**config.mk**
```make
export PLATFORM = sky130hd
export DESIGN_NAME = qpu_mcu_measure_collect
export DESIGN_NICKNAME = d
export VERILOG_FILES = /design/src/rtl/qpu_mcu_measure_collect.sv
export SDC_FILE = /design/constraint.sdc
export NUM_CORES = 1
export LEC_CHECK = 0
export CAP_MARGIN = 25
export CORE_AREA = 3 3 88 90
export CTS_CLUSTER_SIZE = 8
export DETAILED_ROUTE_END_ITERATION = 7
export DIE_AREA = 0 0 91 93
export PLACE_DENSITY = 0.76
export SETUP_SLACK_MARGIN = 0.1
export SYNTH_ARGS = -nofsm -noshare
export SYNTH_HDL_FRONTEND = slang
export SYNTH_SLANG_ARGS = --single-unit
```
**constraint.sdc**
```tcl
create_clock -name clk -period 3.1 [get_ports clk]
set_input_delay 0.775 -clock clk [delete_from_list [all_inputs] [get_ports clk]]
set_output_delay 0.775 -clock clk [all_outputs]
set_load 0.05 [all_outputs]
```
**src/rtl/qpu_mcu_measure_collect.sv**
```systemverilog
// Collects per-qubit readout strobes for one measurement request and emits a single
// registered write toward the result register, either on full coverage or on timeout.
module qpu_mcu_measure_collect #(
    parameter int unsigned QUBIT_NUM = 12,
    parameter int unsigned TIMEOUT   = 1000
) (
    input  logic                 clk,
    input  logic                 rst,
    input  logic                 meas_req_valid,
    input  logic [QUBIT_NUM-1:0] meas_req_list,
    output logic                 meas_req_ready,
    input  logic [QUBIT_NUM-1:0] rd_i_valid,
    input  logic [QUBIT_NUM-1:0] rd_i_data,
    output logic                 mcu_measure_o_wen,
    output logic [QUBIT_NUM-1:0] mcu_measure_o_data,
    output logic [QUBIT_NUM-1:0] mcu_measure_o_list,
    output logic                 mcu_timeout_o,
    output logic                 busy
);

    localparam logic [15:0] CNT_LAST = 16'(TIMEOUT - 1);

    typedef enum logic [1:0] {
        IDLE,
        COLLECT,
        ISSUE
    } state_t;

    state_t               state_q, state_d;
    logic [QUBIT_NUM-1:0] pend_q, pend_d;
    logic [QUBIT_NUM-1:0] got_q, got_d;
    logic [QUBIT_NUM-1:0] dat_q, dat_d;
    logic [15:0]          cnt_q, cnt_d;
    logic                 wen_q, wen_d;
    logic [QUBIT_NUM-1:0] odata_q, odata_d;
    logic [QUBIT_NUM-1:0] olist_q, olist_d;
    logic                 otmo_q, otmo_d;
    logic [QUBIT_NUM-1:0] accept_bits;
    logic [QUBIT_NUM-1:0] got_all;

    always_ff @(posedge clk or posedge rst) begin
        if (rst) begin
            state_q <= IDLE;
            pend_q  <= '0;
            got_q   <= '0;
            dat_q   <= '0;
            cnt_q   <= '0;
            wen_q   <= 1'b0;
            odata_q <= '0;
            olist_q <= '0;
            otmo_q  <= 1'b0;
        end else begin
            state_q <= state_d;
            pend_q  <= pend_d;
            got_q   <= got_d;
            dat_q   <= dat_d;
            cnt_q   <= cnt_d;
            wen_q   <= wen_d;
            odata_q <= odata_d;
            olist_q <= olist_d;
            otmo_q  <= otmo_d;
        end
    end

    // Outputs are loaded on the edge entering ISSUE so they are valid exactly for that state.
    always_comb begin
        state_d     = state_q;
        pend_d      = pend_q;
        got_d       = got_q;
        dat_d       = dat_q;
        cnt_d       = cnt_q;
        wen_d       = 1'b0;
        odata_d     = '0;
        olist_d     = '0;
        otmo_d      = 1'b0;
        accept_bits = rd_i_valid & pend_q & ~got_q;
        got_all     = got_q | accept_bits;

        unique case (state_q)
            IDLE: begin
                if (meas_req_valid && (meas_req_list != '0)) begin
                    pend_d  = meas_req_list;
                    got_d   = '0;
                    dat_d   = '0;
                    cnt_d   = '0;
                    state_d = COLLECT;
                end
            end
            COLLECT: begin
                got_d = got_all;
                dat_d = dat_q | (accept_bits & rd_i_data);
                // Completion is tested first so a last strobe on the final cycle is not a timeout.
                if (got_all == pend_q) begin
                    state_d = ISSUE;
                    wen_d   = 1'b1;
                    odata_d = dat_d & pend_q;
                    olist_d = pend_q;
                end else if (cnt_q == CNT_LAST) begin
                    state_d = ISSUE;
                    wen_d   = 1'b1;
                    odata_d = dat_d & pend_q;
                    olist_d = pend_q;
                    otmo_d  = 1'b1;
                end else begin
                    cnt_d = cnt_q + 16'd1;
                end
            end
            ISSUE: begin
                state_d = IDLE;
            end
            default: begin
                state_d = IDLE;
            end
        endcase
    end

    assign meas_req_ready     = (state_q == IDLE);
    assign busy               = (state_q != IDLE);
    assign mcu_measure_o_wen  = wen_q;
    assign mcu_measure_o_data = odata_q;
    assign mcu_measure_o_list = olist_q;
    assign mcu_timeout_o      = otmo_q;

endmodule
```
# == After elaboration in Yosys (flattened, before gate mapping) ==
# Cells that the tools add are included.
# totals
elab_cells,55
register_bits,80
out_inout_bits,28
# op_classes
n_bitwise,7
addsub,1
eq_ne,7
n_reduce_logical,9
mux,22
# op_table
op,n
$mux 12,7
$and 12x12->12,4
$mux 16,3
$pmux 12 s2,2
$pmux 16 s2,1
$or 12x12->12,2
$add 16x1->16 const B,1
$eq 16x10->1 const B,1
$eq 12x12->1,1
$not 12->12,1
$reduce_bool 12->1,1
$mux 2,3
$reduce_and 2->1,3
$mux 1,5
$ne 2x2->1 const B,2
$pmux 2 s2,1
$reduce_and 4->1,1
$reduce_bool 2->1,2
$ne 3x3->1 const B,1
$eq 2x1->1 const B,1
$logic_not 2->1,1
$ne 2x1->1 const B,1
$logic_and 1x1->1,1

# == Depth between registers and ports, before layout ==
# depth
word_depth,8
mapped_depth,8

# == Worst setup path before layout ==
# OpenSTA, ideal clock, no wires.
# synth_path
path_type,register -> output
from,reg state_q[0]
to,out busy
t_arrival_ps,1584
required_ps,2325
n_path_buf,0
path_stages_with_launch,3
setup_slack_ps,741
cell_sequence,dfrtp_1 nor2_1 inv_1
# synth_between
elab_chain_cells,1
# synth_rtl
item,line_no,source
"start, declared",29,"state_t state_q, state_d;"
"start signal, assigned",53,state_q <= state_d;
$reduce_bool 2->1,118,assign busy = (state_q != IDLE);
"end, declared",18,output logic busy
# Every way passes these cells.

# == Final worst setup path ==
# layout_path
from,reg state_q[0]
to,out meas_req_ready
# layout_between
elab_chain_cells,1
# layout_rtl
item,line_no,source
$logic_not 2->1,117,assign meas_req_ready = (state_q == IDLE);
"end, declared",11,"output logic meas_req_ready,"
# Every way passes these cells.

==> results_tabular.tex <==
\begin{tabular}{lr}
\hline
Metric & Value \\
\hline
\multicolumn{2}{l}{\textbf{Synthesis}} \\
\quad Mapped Area & 0.003640 mm\^{}2 \\
\quad Count of flip-flops with a built-in enable after synthesis & 0 \\
\quad Most common cell in the netlist & dfrtp\_1 \\
\quad Number of nets in the synthesized netlist & 373 \\
\quad Library cell with the largest summed area after synthesis & dfrtp\_1 \\
\quad Avg Inst Size Synth & 10.93 um\^{}2 \\
\quad Top cell type's share of synthesized area & 55.00\% \\
\quad Most area-consuming cells after synthesis & dfrtp\_1, mux2\_2, nor2\_1 \\
\quad Fraction of the yosys area taken by sequential cells & 55.00\% \\
\quad Number of warnings printed during yosys synthesis & 0 \\
\quad Synth cell types & 53 \\
\quad Number of instances in the synthesized netlist & 333 \\
\quad Fraction of registers with async set or reset after synthesis & 100.0\% \\
\quad Most common flop cell mapped by yosys & dfrtp\_1 \\
\quad Yosys reg bits & 80 \\
\quad Most frequent cells after synthesis & dfrtp\_1, nor2\_1, inv\_1 \\
\multicolumn{2}{l}{\textbf{Min path}} \\
\quad Startpoint of the most critical hold path & dat\_q[9] \\
\quad Class of the tightest hold or removal check & flop to flop \\
\quad Cell count of the worst hold path & 2 \\
\quad Endpoint, Worst Hold & dat\_q[9] \\
\multicolumn{2}{l}{\textbf{Worst setup path}} \\
\quad Setup slack of the most critical reg-to-reg path & 0.62 ns \\
\quad Element type at the critical path end & primary output \\
\quad Startpoint type of the worst setup path & flop \\
\quad Category of the most critical setup path & flop to primary output \\
\quad Launching point of the worst reg2reg path & cnt\_q[0] \\
\quad Delay contributed by the slowest stage of the critical path & 0.86 ns \\
\quad CP Data Required Time & 2.32 ns \\
\quad Path depth of the worst reg2reg path & 6 \\
\quad Worst reg2reg endpoint & cnt\_q[11] \\
\quad Cell with the largest stage delay on the worst path & clkdlybuf4s50\_1 \\
\quad Arr. time, crit path & approximately 1.8 ns \\
\quad Cells traversed along the worst timing path & nor2\_1 > clkdlybuf4s50\_1 \\
\quad CP max FO & 4 \\
\multicolumn{2}{l}{\textbf{Finish}} \\
\quad Antenna fix cells & 0 \\
\quad Final nets & 445 \\
\quad Growth of design area from synthesis to finish & 27.74\% \\
\quad Share of final-layout standard cells stronger than drive strength 1 & between 10\% and 20\% \\
\quad Non-filler instance count after layout & 508 \\
\quad Final design utilization & between 60\% and 70\% \\
\multicolumn{2}{l}{\textbf{Place}} \\
\quad Weighted congestion reported at the end of routability-driven placement & 0.8553 \\
\quad Number of buffers inserted by port buffering & 66 \\
\quad Post-DP HPWL & 6111 um \\
\quad Cell count after placement & 493 \\
\multicolumn{2}{l}{\textbf{Global routing}} \\
\quad Wire length of the first global-routing pass & between 10,000 and 15,000 um \\
\quad Overall routing resource usage & 21.07\% \\
\quad Overflow left after global routing & 0 \\
\quad Vias in the first global route & 2,791 \\
\quad Pin count of the biggest net entering global routing & 37 \\
\quad Initial antenna violation count & 0 \\
\multicolumn{2}{l}{\textbf{Clocking}} \\
\quad Total clock sinks & 80 \\
\quad Clock Tree Buf Depth & 2 \\
\quad Number of CTS-inserted buffers & 9 \\
\quad Maximum level of the CTS H-tree & 3 \\
\quad Post-CTS setup buffers & 0 \\
\quad Clock Root Buffer & clkbuf\_8 \\
\quad Clock latency reported for the late side of the worst-skew pair & 0.34 ns \\
\quad Hold buffer count at CTS & 0 \\
\quad PostCTS Resize Cnt & 0 \\
\quad Clock Pin Slew Worst Setup and Hold Paths & 0.08 ns \\
\quad TritonCTS clock tree & yes \\
\multicolumn{2}{l}{\textbf{Route}} \\
\quad Number of DRC markers after the initial detailed-route iteration & 167 \\
\quad Ratio of routed vias to standard cells & 5.697 \\
\quad Total via count after detailed routing & between 2k and 3k \\
\quad Total wire length after detailed routing & 8634 um \\
\quad DRC viols & 0 \\
\quad Drt first pass iters & 4 \\
\quad Wire length per cell after detailed routing & 17.00 um \\
\quad Antenna Nets Post-Route & 0 \\
\multicolumn{2}{l}{\textbf{Timing}} \\
\quad Final worst path period share & 84.31\% \\
\quad Actual slew at the worst max-slew pin & between 0.7 and 0.8 ns \\
\quad Final number of setup-violating endpoints & 0 \\
\quad Setup TNS after final layout & 0 ns \\
\quad Worst clock skew & 0.006480 ns \\
\quad Unrepaired setup endpoints after global routing & false \\
\quad Tightest slew margin relative to the limit & 51.74\% \\
\quad Highest clock rate & 382.6 MHz \\
\quad Clock period minus final worst setup slack & 2.614 ns \\
\quad Number of hold violations in the final report & 0 \\
\quad Worst Hold Slack & 0.4993 ns \\
\quad Slew Viols, Final & 0 \\
\multicolumn{2}{l}{\textbf{Floorplan}} \\
\quad I/O pin count & 67 \\
\quad Area enclosed by the die boundary & 0.008463 mm\^{}2 \\
\quad Number of placement rows & 31 \\
\quad Die H & 93 um \\
\quad Starting density of the core & 51.00\% \\
\quad Die width & 91 um \\
\quad Standard cell core area & $\sim$0.0071 mm\^{}2 \\
\multicolumn{2}{l}{\textbf{Job}} \\
\quad Total of max-cap violations & 0 \\
\multicolumn{2}{l}{\textbf{Power and ir drop}} \\
\quad Peak supply drop & roughly 0.00034 V \\
\quad Power density normalized to cell area & 663.4 mW/mm\^{}2 \\
\quad Leak Pwr & 0.002097 uW \\
\multicolumn{2}{l}{\textbf{Run status}} \\
\quad Run status & complete, no violations \\
\hline
\end{tabular}
worst max-delay path: cells and delay by family (launching register included):
family                 cells  cell delay [ns]
and+or+nand+nor            1             0.24
buffers and inverters      1             0.86
DFF                        1             0.40
stage by stage:
step,total power (uW),cell area [um^2],setup slack (ns)
after floorplan,2008,3640,0.2733
after global placement,2231,4441,0.2913
after detailed placement,2275,4441,0.2482
after CTS,3095,4649,0.4540
after global routing,3266,4649,0.4065
final,3084,4649,0.4863
cells by family after synthesis:
family	after synthesis	synth area share, %
muxes	14	4.263
DFF	80	55.00
adders and majority gates	1	0.3437
AOI/OAI and AO/OA	74	15.40
buffers and inverters	33	4.193
xor gates and xnor gates	2	0.4814
and+or+nand+nor	129	20.32
where the power goes:
group | leakage, uW | switching (uW) | total, uW | internal [uW]
logic | 0.000986 | 341 | 704 | 363
registers | 0.00101 | 274 | 1560 | 1290
clock network | 0.000103 | 371 | 822 | 451
routing by layer:
layer,up-vias,wire length (um),track usage (%)
li1,1354,-,-
met3,8,387,4.183
met4,0,140,7.538
met5,-,0,0
met1,1455,3778,26.91
met2,77,4327,35.87
final cells by class:
type	instances	area [um^2]
Inverter	18	68.82
Clock inverter	5	81.33
Timing Repair Buffer	76	760.7
Clock buffer	10	127.6
Multi-Input combinational cell	220	1485
Tap cell	99	123.9
Fill cell	559	2487
Sequential cell	80	2002
state kept, by name, indices dropped and copies added (netlist names):
signal,cells
mcu_measure_o_data,12
cnt_q,16
pend_q,12
mcu_measure_o_wen,1
state_q,2
mcu_measure_o_list,12
got_q,12
mcu_timeout_o,1
dat_q,12
worst max path at each step:
stage          depth (start not counted)  slack, ns     startpoint        endpoint
6_report                               2       0.49     state_q[0]  meas_req_ready
5_1_grt                                2       0.41     state_q[0]  meas_req_ready
2_1_floorplan                          1       0.27            rst        cnt_q[0]
3_3_place_gp                           8       0.29  rd_i_valid[1]        cnt_q[2]
3_5_place_dp                           7       0.25  rd_i_valid[2]       cnt_q[14]
4_1_cts                                2       0.45     state_q[0]  meas_req_ready
cell usage in the layout, fill, tap and decap left out, types with 4 or more instances in the layout:
cell type        netlist  final
a41oi_1                4      4
o221ai_1               4      4
o21ai_0                5      5
inv_1                 17     16
nor2_1                35     35
dfrtp_1               80     80
nor4_1                 4      4
mux2_2                12     12
nand4_1                4      4
nor3_1                10     10
nor2b_1                4      4
o221ai_2               4      4
buf_4                  2      8
o211a_1                9      9
nand3_1               14     14
and2_1                13     13
and4b_1                7      7
clkbuf_8               0      9
nand2_1                7      7
a21oi_1               16     16
a31oi_1                9      9
nand2b_1              11     11
clkdlybuf4s50_1        0     66
No activity file was read; power rests on OpenSTA's default activity.
